`config.mk`:
```
export PLATFORM = sky130hd
export DESIGN_NAME = ura_scoreboard
export DESIGN_NICKNAME = d
export VERILOG_FILES = /design/src/rtl/ura_scoreboard.sv
export SDC_FILE = /design/constraint.sdc
export NUM_CORES = 1
export LEC_CHECK = 0
export CAP_MARGIN = 20
export CORE_AREA = 2 2 133 135
export CTS_BUF_LIST = sky130_fd_sc_hd__clkbuf_16
export DETAILED_ROUTE_END_ITERATION = 6
export DIE_AREA = 0 0 135 137
export PLACE_DENSITY = 0.47
export RECOVER_POWER = 100
export REMOVE_ABC_BUFFERS = 1
export SLEW_MARGIN = 20
export SYNTH_ARGS = -nofsm -noshare
export SYNTH_HDL_FRONTEND = slang
export SYNTH_SLANG_ARGS = --single-unit
```
`constraint.sdc`:
```
create_clock -name clk -period 4.35 [get_ports clk]
set_input_delay 0.6525 -clock clk [delete_from_list [all_inputs] [get_ports clk]]
set_output_delay 0.6525 -clock clk [all_outputs]
set_load 0.01 [all_outputs]
```
`src/rtl/ura_scoreboard.sv`:
```
// Unified-register-address scoreboard: tracks in-flight destinations and resolves stall/forward per source.
// Queries are combinational on registered slot state; busy_count is registered.
module ura_scoreboard #(
  parameter int URA_W  = 7,
  parameter int STAGES = 3,
  parameter int NDEST  = 3,
  parameter int NSRC   = 2,
  parameter int TW     = 2,
  localparam int SW    = (STAGES > 1) ? $clog2(STAGES) : 1,
  localparam int CW    = $clog2(STAGES + 1)
) (
  input  logic                  clk,
  input  logic                  reset_n,
  input  logic                  issue_valid,
  input  logic [NDEST*URA_W-1:0] issue_ura,
  input  logic [TW-1:0]         issue_tnew,
  input  logic                  advance,
  input  logic                  flush,
  input  logic [NSRC*URA_W-1:0] src_ura,
  input  logic [NSRC*TW-1:0]    src_tuse,
  output logic                  stall,
  output logic [NSRC-1:0]       fwd_hit,
  output logic [NSRC*SW-1:0]    fwd_stage,
  output logic [CW-1:0]         busy_count
);

  logic [STAGES-1:0]                  vld_q, vld_d;
  logic [STAGES-1:0][NDEST*URA_W-1:0] ura_q, ura_d;
  logic [STAGES-1:0][TW-1:0]          tnew_q, tnew_d;
  logic [CW-1:0]                      busy_q, busy_d;

  logic [NSRC-1:0][STAGES-1:0] match;
  logic                        found;
  logic [SW-1:0]               sel;
  logic [TW-1:0]               sel_tnew;

  // Zero URAs on either side never match, so duplicated lanes collapse into one hit.
  always_comb begin
    match = '0;
    for (int k = 0; k < NSRC; k++) begin
      for (int i = 0; i < STAGES; i++) begin
        for (int j = 0; j < NDEST; j++) begin
          if (vld_q[i] && (src_ura[k*URA_W +: URA_W] != '0) &&
              (ura_q[i][j*URA_W +: URA_W] == src_ura[k*URA_W +: URA_W]))
            match[k][i] = 1'b1;
        end
      end
    end
  end

  // Scan oldest to youngest so the youngest match overrides any older one.
  always_comb begin
    stall     = 1'b0;
    fwd_hit   = '0;
    fwd_stage = '0;
    found     = 1'b0;
    sel       = '0;
    sel_tnew  = '0;
    for (int k = 0; k < NSRC; k++) begin
      found    = 1'b0;
      sel      = '0;
      sel_tnew = '0;
      for (int i = STAGES - 1; i >= 0; i--) begin
        if (match[k][i]) begin
          found    = 1'b1;
          sel      = SW'(i);
          sel_tnew = tnew_q[i];
        end
      end
      if (found && (sel_tnew > src_tuse[k*TW +: TW]))
        stall = 1'b1;
      if (found && (sel_tnew == '0)) begin
        fwd_hit[k]             = 1'b1;
        fwd_stage[k*SW +: SW]  = sel;
      end
    end
  end

  always_comb begin
    vld_d  = vld_q;
    ura_d  = ura_q;
    tnew_d = tnew_q;
    if (flush) begin
      vld_d  = '0;
      ura_d  = '0;
      tnew_d = '0;
    end else if (advance) begin
      for (int i = 1; i < STAGES; i++) begin
        vld_d[i]  = vld_q[i-1];
        ura_d[i]  = ura_q[i-1];
        tnew_d[i] = (tnew_q[i-1] == '0) ? '0 : tnew_q[i-1] - TW'(1);
      end
      if (issue_valid && !stall) begin
        vld_d[0]  = 1'b1;
        ura_d[0]  = issue_ura;
        tnew_d[0] = issue_tnew;
      end else begin
        vld_d[0]  = 1'b0;
        ura_d[0]  = '0;
        tnew_d[0] = '0;
      end
    end
    busy_d = '0;
    for (int i = 0; i < STAGES; i++)
      busy_d = busy_d + CW'(vld_d[i]);
  end

  always_ff @(posedge clk or negedge reset_n) begin
    if (!reset_n) begin
      vld_q  <= '0;
      ura_q  <= '0;
      tnew_q <= '0;
      busy_q <= '0;
    end else begin
      vld_q  <= vld_d;
      ura_q  <= ura_d;
      tnew_q <= tnew_d;
      busy_q <= busy_d;
    end
  end

  assign busy_count = busy_q;

endmodule

```
# After elaboration in Yosys (flattened, before gate mapping)
# Cells that the tools add are included.
[word_totals]
elab_cells = 122
output_inout_bits = 9
reg_bits = 74
[classes]
magnitude_cmp = 2
n_eq_ne = 18
n_mux = 53
reduce_logical = 37
addsub = 4
[op_table]
columns = ["operator", "n"]
rows = [
  ["7-bit == test", 18],
  ["63-bit two-way mux", 2],
  ["2-bit two-way mux", 17],
  ["1-bit logical AND", 29],
  ["1-bit two-way mux", 29],
  ["21-bit two-way mux", 1],
  ["7-bit nonzero test", 2],
  ["6-bit two-way mux", 2],
  ["2-bit zero test", 4],
  ["3-bit two-way mux", 2],
  ["2-bit greater-than comparator", 2],
  ["2-bit by 1-bit subtractor with 2-bit output, second input constant", 2],
  ["1-bit by 1-bit adder with 2-bit output", 1],
  ["2-bit by 1-bit adder with 2-bit output", 1],
  ["2-bit nonzero test", 1],
  ["1-bit zero test", 1],
]

# Logic depth before layout (Yosys ltp)
[logic_depth]
ltp_word = 20
mapped_depth = 16
depth_no_buf = 14

# Worst setup path after synthesis
# OpenSTA, ideal clock, no wires.
[synth_path]
path_kind = "in2reg"
start = "in src_ura[10]"
end = "reg busy_q[0] (netlist: busy_count[0])"
arrival_ps = 3395
stages = 14
required_time_ps = 4214
setup_ps = 136
slack_ps = 819
cell_sequence = "buf_4 > xnor2_1 > nand4_1 > nor4_1 > o311ai_0 > nand4_1 > a2bb2oi_1 > ha_1 > a21oi_1 > a21oi_1 > a22o_4 > buf_6 > o21ai_2 > fa_1"
[synth_via]
elab_chain_len = 19
[synth_rtl]
columns = ["element", "line", "text"]
rows = [
  ["start: declaration", "19", "input logic [NSRC*URA_W-1:0] src_ura,"],
  ["7-bit nonzero test", "43", "if (vld_q[i] && (src_ura[k*URA_W +: URA_W] != '0) &&"],
  ["1-bit logical AND (2 in series)", "43", ""],
  ["1-bit two-way mux (3 in series)", "43", ""],
  ["2-bit two-way mux (3 in series)", "64", "if (match[k][i]) begin"],
  ["2-bit greater-than comparator", "70", "if (found && (sel_tnew > src_tuse[k*TW +: TW]))"],
  ["1-bit logical AND (*)", "70", ""],
  ["1-bit two-way mux (*)", "70", ""],
  ["net stall", "21", "output logic stall,"],
  ["1-bit zero test (*)", "93", "if (issue_valid && !stall) begin"],
  ["1-bit logical AND (*)", "93", ""],
  ["1-bit two-way mux (*)", "93", ""],
  ["3-bit two-way mux (*)", "87", "end else if (advance) begin"],
  ["3-bit two-way mux (*)", "83", "if (flush) begin"],
  ["net vld_d[0]", "27", "logic [STAGES-1:0] vld_q, vld_d;"],
  ["1-bit by 1-bit adder with 2-bit output (*)", "105", "busy_d = busy_d + CW'(vld_d[i]);"],
  ["2-bit by 1-bit adder with 2-bit output (*)", "105", ""],
  ["net busy_d[0]", "30", "logic [CW-1:0] busy_q, busy_d;"],
  ["end signal: assignment", "118", "busy_q <= busy_d;"],
  ["end: declaration", "30", ""],
]
# The timed path passes the listed nets; every way through them passes the cells marked *.
# A chain may end at the register's enable or synchronous reset.

# Worst setup path after layout
[layout_path]
start = "in src_ura[2]"
end = "out stall"
[layout_via]
elab_chain_len = 13
[layout_rtl]
columns = ["element", "line"]
rows = [
  ["7-bit nonzero test", "43"],
  ["1-bit logical AND (2 in series)", "43"],
  ["1-bit two-way mux (3 in series)", "43"],
  ["2-bit two-way mux (3 in series)", "64"],
  ["2-bit greater-than comparator", "70"],
  ["1-bit logical AND (*)", "70"],
  ["1-bit two-way mux (*) (2 in series)", "70"],
  ["end: declaration", "21"],
]
# Mark *: on every way between the ends. The rest lies on a longest branch, timed or not.

==> results_dict.tcl <==
set metrics [dict create \
    outcome "finished, violations left" \
    violations "capacitance limit, slew limit" \
    syn_area_per_cell_um2 9.78 \
    wl_per_cell_um 19.3 \
    netlist_area_mm2 0.00490 \
    gr-total-overflow 0 \
    ff2ff_setup_slack_ns 0.78 \
    cp.buffers_inverters 8 \
    dp_hpwl_um 11600 \
    rr_worst_depth 16 \
    num_vias 4096 \
    drc 0 \
    dr.pass1.iters 4 \
    area_delta_synth_final_pct 36.3 \
    fmax_ghz 0.233 \
    numCtsBuffers 9 \
    post-route-util 0.392 \
    layout_common_cells "dfrtp_1, xnor2_1, buf_4" \
    cts_root_buf "clkbuf_16" \
    syn_inst 501 \
    grt_pass1_vias 4385 \
    ys_types 40 \
    initialDrtViolationCount 239 \
    clk-insertion-delay-late_ns 0.35 \
    async_flop_share 1.00 \
    viasPerCell 4.92 \
    rr_startpoint "ura_q[4]$_DFFE_PN0P_" \
    period_needed_ns 4.29 \
    setup_viol 0 \
    path_depth 17 \
    yosys_warnings 0 \
    critical-path-top-delay-family "buffers and inverters" \
    path_class "in -> out" \
    die_h_um 137 \
    postLayoutSetupSlackWorst_ns 0.0567 \
    grt_pass1_wl_um 25200 \
    min_path_cells 2 \
    slowest_stage "clkdlybuf4s50_1" \
    powerDensity_mw_per_mm2 293 \
    ys.flop_type "dfrtp_1" \
    synth-seq-cells 74 \
    antenna_cells 0 \
    pin_count 55 \
    hold_end "ura_q[56]$_DFFE_PN0P_" \
    dp.cells 803 \
    cts.sinks 74 \
    slowest_delay_ns 0.45 \
    rsz0062_at_grt "true" \
    fin_total_pwr_mw 1.96 \
    cts_tree "done" \
    final_layout_size_suffix_gt1_frac 0.196 \
    initial_core_util 0.287 \
    fp.dieW_um 135 \
    finalCritPeriodShare 0.987 \
    fp.coreArea_mm2 0.0171 \
    final_common_cell "dfrtp_1" \
    rr_endpoint "busy_count[0]$_DFF_PN0_" \
    die_area_mm2 0.0185 \
    ys_seq_area_frac 0.378 \
    clk_pin_slew_ns 0.05 \
    synth_edf_count 0 \
    ir_worst_vdd_mv 0.159 \
    num_rows 48 \
    crit_fanout 6 \
    crit_required_ns 3.70 \
    hold_start "ura_q[56]$_DFFE_PN0P_" \
    nets 653 \
    timing.slew.headroom -0.569 \
    htreeDepth 3 \
    whs_ns 0.591 \
    place_ws_ns -0.400 \
    grt_max_degree 75 \
    leakage_nw 3.00 \
    worstMarginPinSlew_ns 2.35 \
    hold_path.class "reg -> reg" \
    ant_nets 0 \
    routed_wl_um 16000 \
    final_max_slew_viol_count 125 \
    gp_congestion 0.862 \
    hold_viol 0 \
    fillers 1727 \
    worstPathCellList "clkdlybuf4s50_1 -> buf_12 -> buf_12 -> buf_4 -> xor2_1 -> nor4_1 -> buf_4 -> o311a_4 -> a211oi_2 -> a221o_1 -> inv_1 -> ha_1 -> inv_1 -> a21oi_1 -> a21oi_1 -> a22o_4 -> clkbuf_2" \
    cp_data_arrival_time_ns 3.64 \
    fin_skew_ns 0.0125 \
    cp-start-kind "input pin" \
    instances_no_fill 832 \
    antenna_found_initial 0 \
    clockBufferDepth 2 \
    drv_cap 2 \
    grt_usage 0.183 \
    endpoint_kind "output port" \
    numPortBuffers 54 \
]
==> state kept, by name (all words and copies together), names as in the netlist <==
register    flops
busy_count      2
tnew_q          6
ura_q          63
vld_q           3
==> cells by family (layout without fill, tap and decap cells) <==
kind of cell	Yosys count	in the layout	synth area share
flip-flops	74	74	0.378
buffers and inverters	40	146	0.0467
multiplexers	44	44	0.0899
AO/OA/AOI/OAI	52	52	0.0848
XOR/XNOR	126	126	0.225
adder cells (fa/ha/maj)	5	5	0.0143
AND/OR/NAND/NOR	160	160	0.161
==> routing by layer <==
metal  vias to the layer above  track usage  routed length, µm
li1                       1935            -                  -
met1                      2064        0.237               7300
met2                        77        0.309               7840
met3                        20       0.0341                574
met4                         0       0.0625                320
met5                         -            0                  0
==> tightest hold or removal path: stages, from the launching register on <==
cell and delay (ns):
dfrtp_1 0.39, mux2i_1 0.09, nor2_1 0.08
==> cell usage after synthesis (3+ instances only) <==
library cell | instances | area, µm²
nand4_1 | 19 | 119
a21oi_1 | 8 | 40.0
nand3_1 | 25 | 125
nand2b_1 | 4 | 25.0
nor2_1 | 47 | 176
o21ai_2 | 19 | 166
buf_6 | 5 | 56.3
buf_4 | 11 | 82.6
xor2_1 | 54 | 473
mux2i_1 | 44 | 440
clkbuf_1 | 14 | 52.6
buf_1 | 4 | 15.0
inv_1 | 6 | 22.5
nand2_1 | 28 | 105
a221o_1 | 3 | 30.0
o21ai_0 | 5 | 25.0
nor4_1 | 22 | 138
nor3b_1 | 5 | 37.5
ha_1 | 4 | 50.1
xnor2_1 | 72 | 631
dfrtp_1 | 74 | 1850
==> where the power goes <==
part | internal [mW] | total [mW] | switching, mW
sequential | 0.704 | 0.731 | 0.0268
clock | 0.619 | 0.929 | 0.309
combinational | 0.149 | 0.297 | 0.148
total | 1.47 | 1.96 | 0.484
==> stage by stage <==
stage	area, µm²	setup TNS (ns)
2_1_floorplan	4690	0
3_3_place_gp	6080	-0.794
3_5_place_dp	6080	-0.724
4_1_cts	6540	-0.0334
5_1_grt	6680	-0.0519
6_report	6680	0
==> how the worst max path moves through the flow <==
stage	from	to
global placement	src_ura[7]	stall
global route	src_ura[2]	stall
CTS	src_ura[1]	stall
detailed placement	src_ura[8]	stall
finish	src_ura[2]	stall
floorplan	src_ura[8]	busy_count[0]$_DFF_PN0_
==> final cells by class <==
| type | count | area, µm² | share of cell area |
|---|---|---|---|
| multi-input combinational | 387 | 2930 | 0.438 |
| sequential | 74 | 1850 | 0.277 |
| timing repair buffer | 124 | 1230 | 0.184 |
| tap | 225 | 282 | 0.0422 |
| clock buffer | 9 | 225 | 0.0337 |
| clock inverter | 7 | 141 | 0.0212 |
| inverter | 6 | 22.5 | 0.00337 |
==> what timing repair did <==
item / CTS / global route
gates resized for setup: 21 / 19
hold buffers: 0 / 0
endpoints found under the hold margin: 0 / 0
endpoints found under the setup margin: 7 / 6
pin swaps: 3 / 6
buffers inserted: 1 / 12
Power figures use the tool's default switching activity.
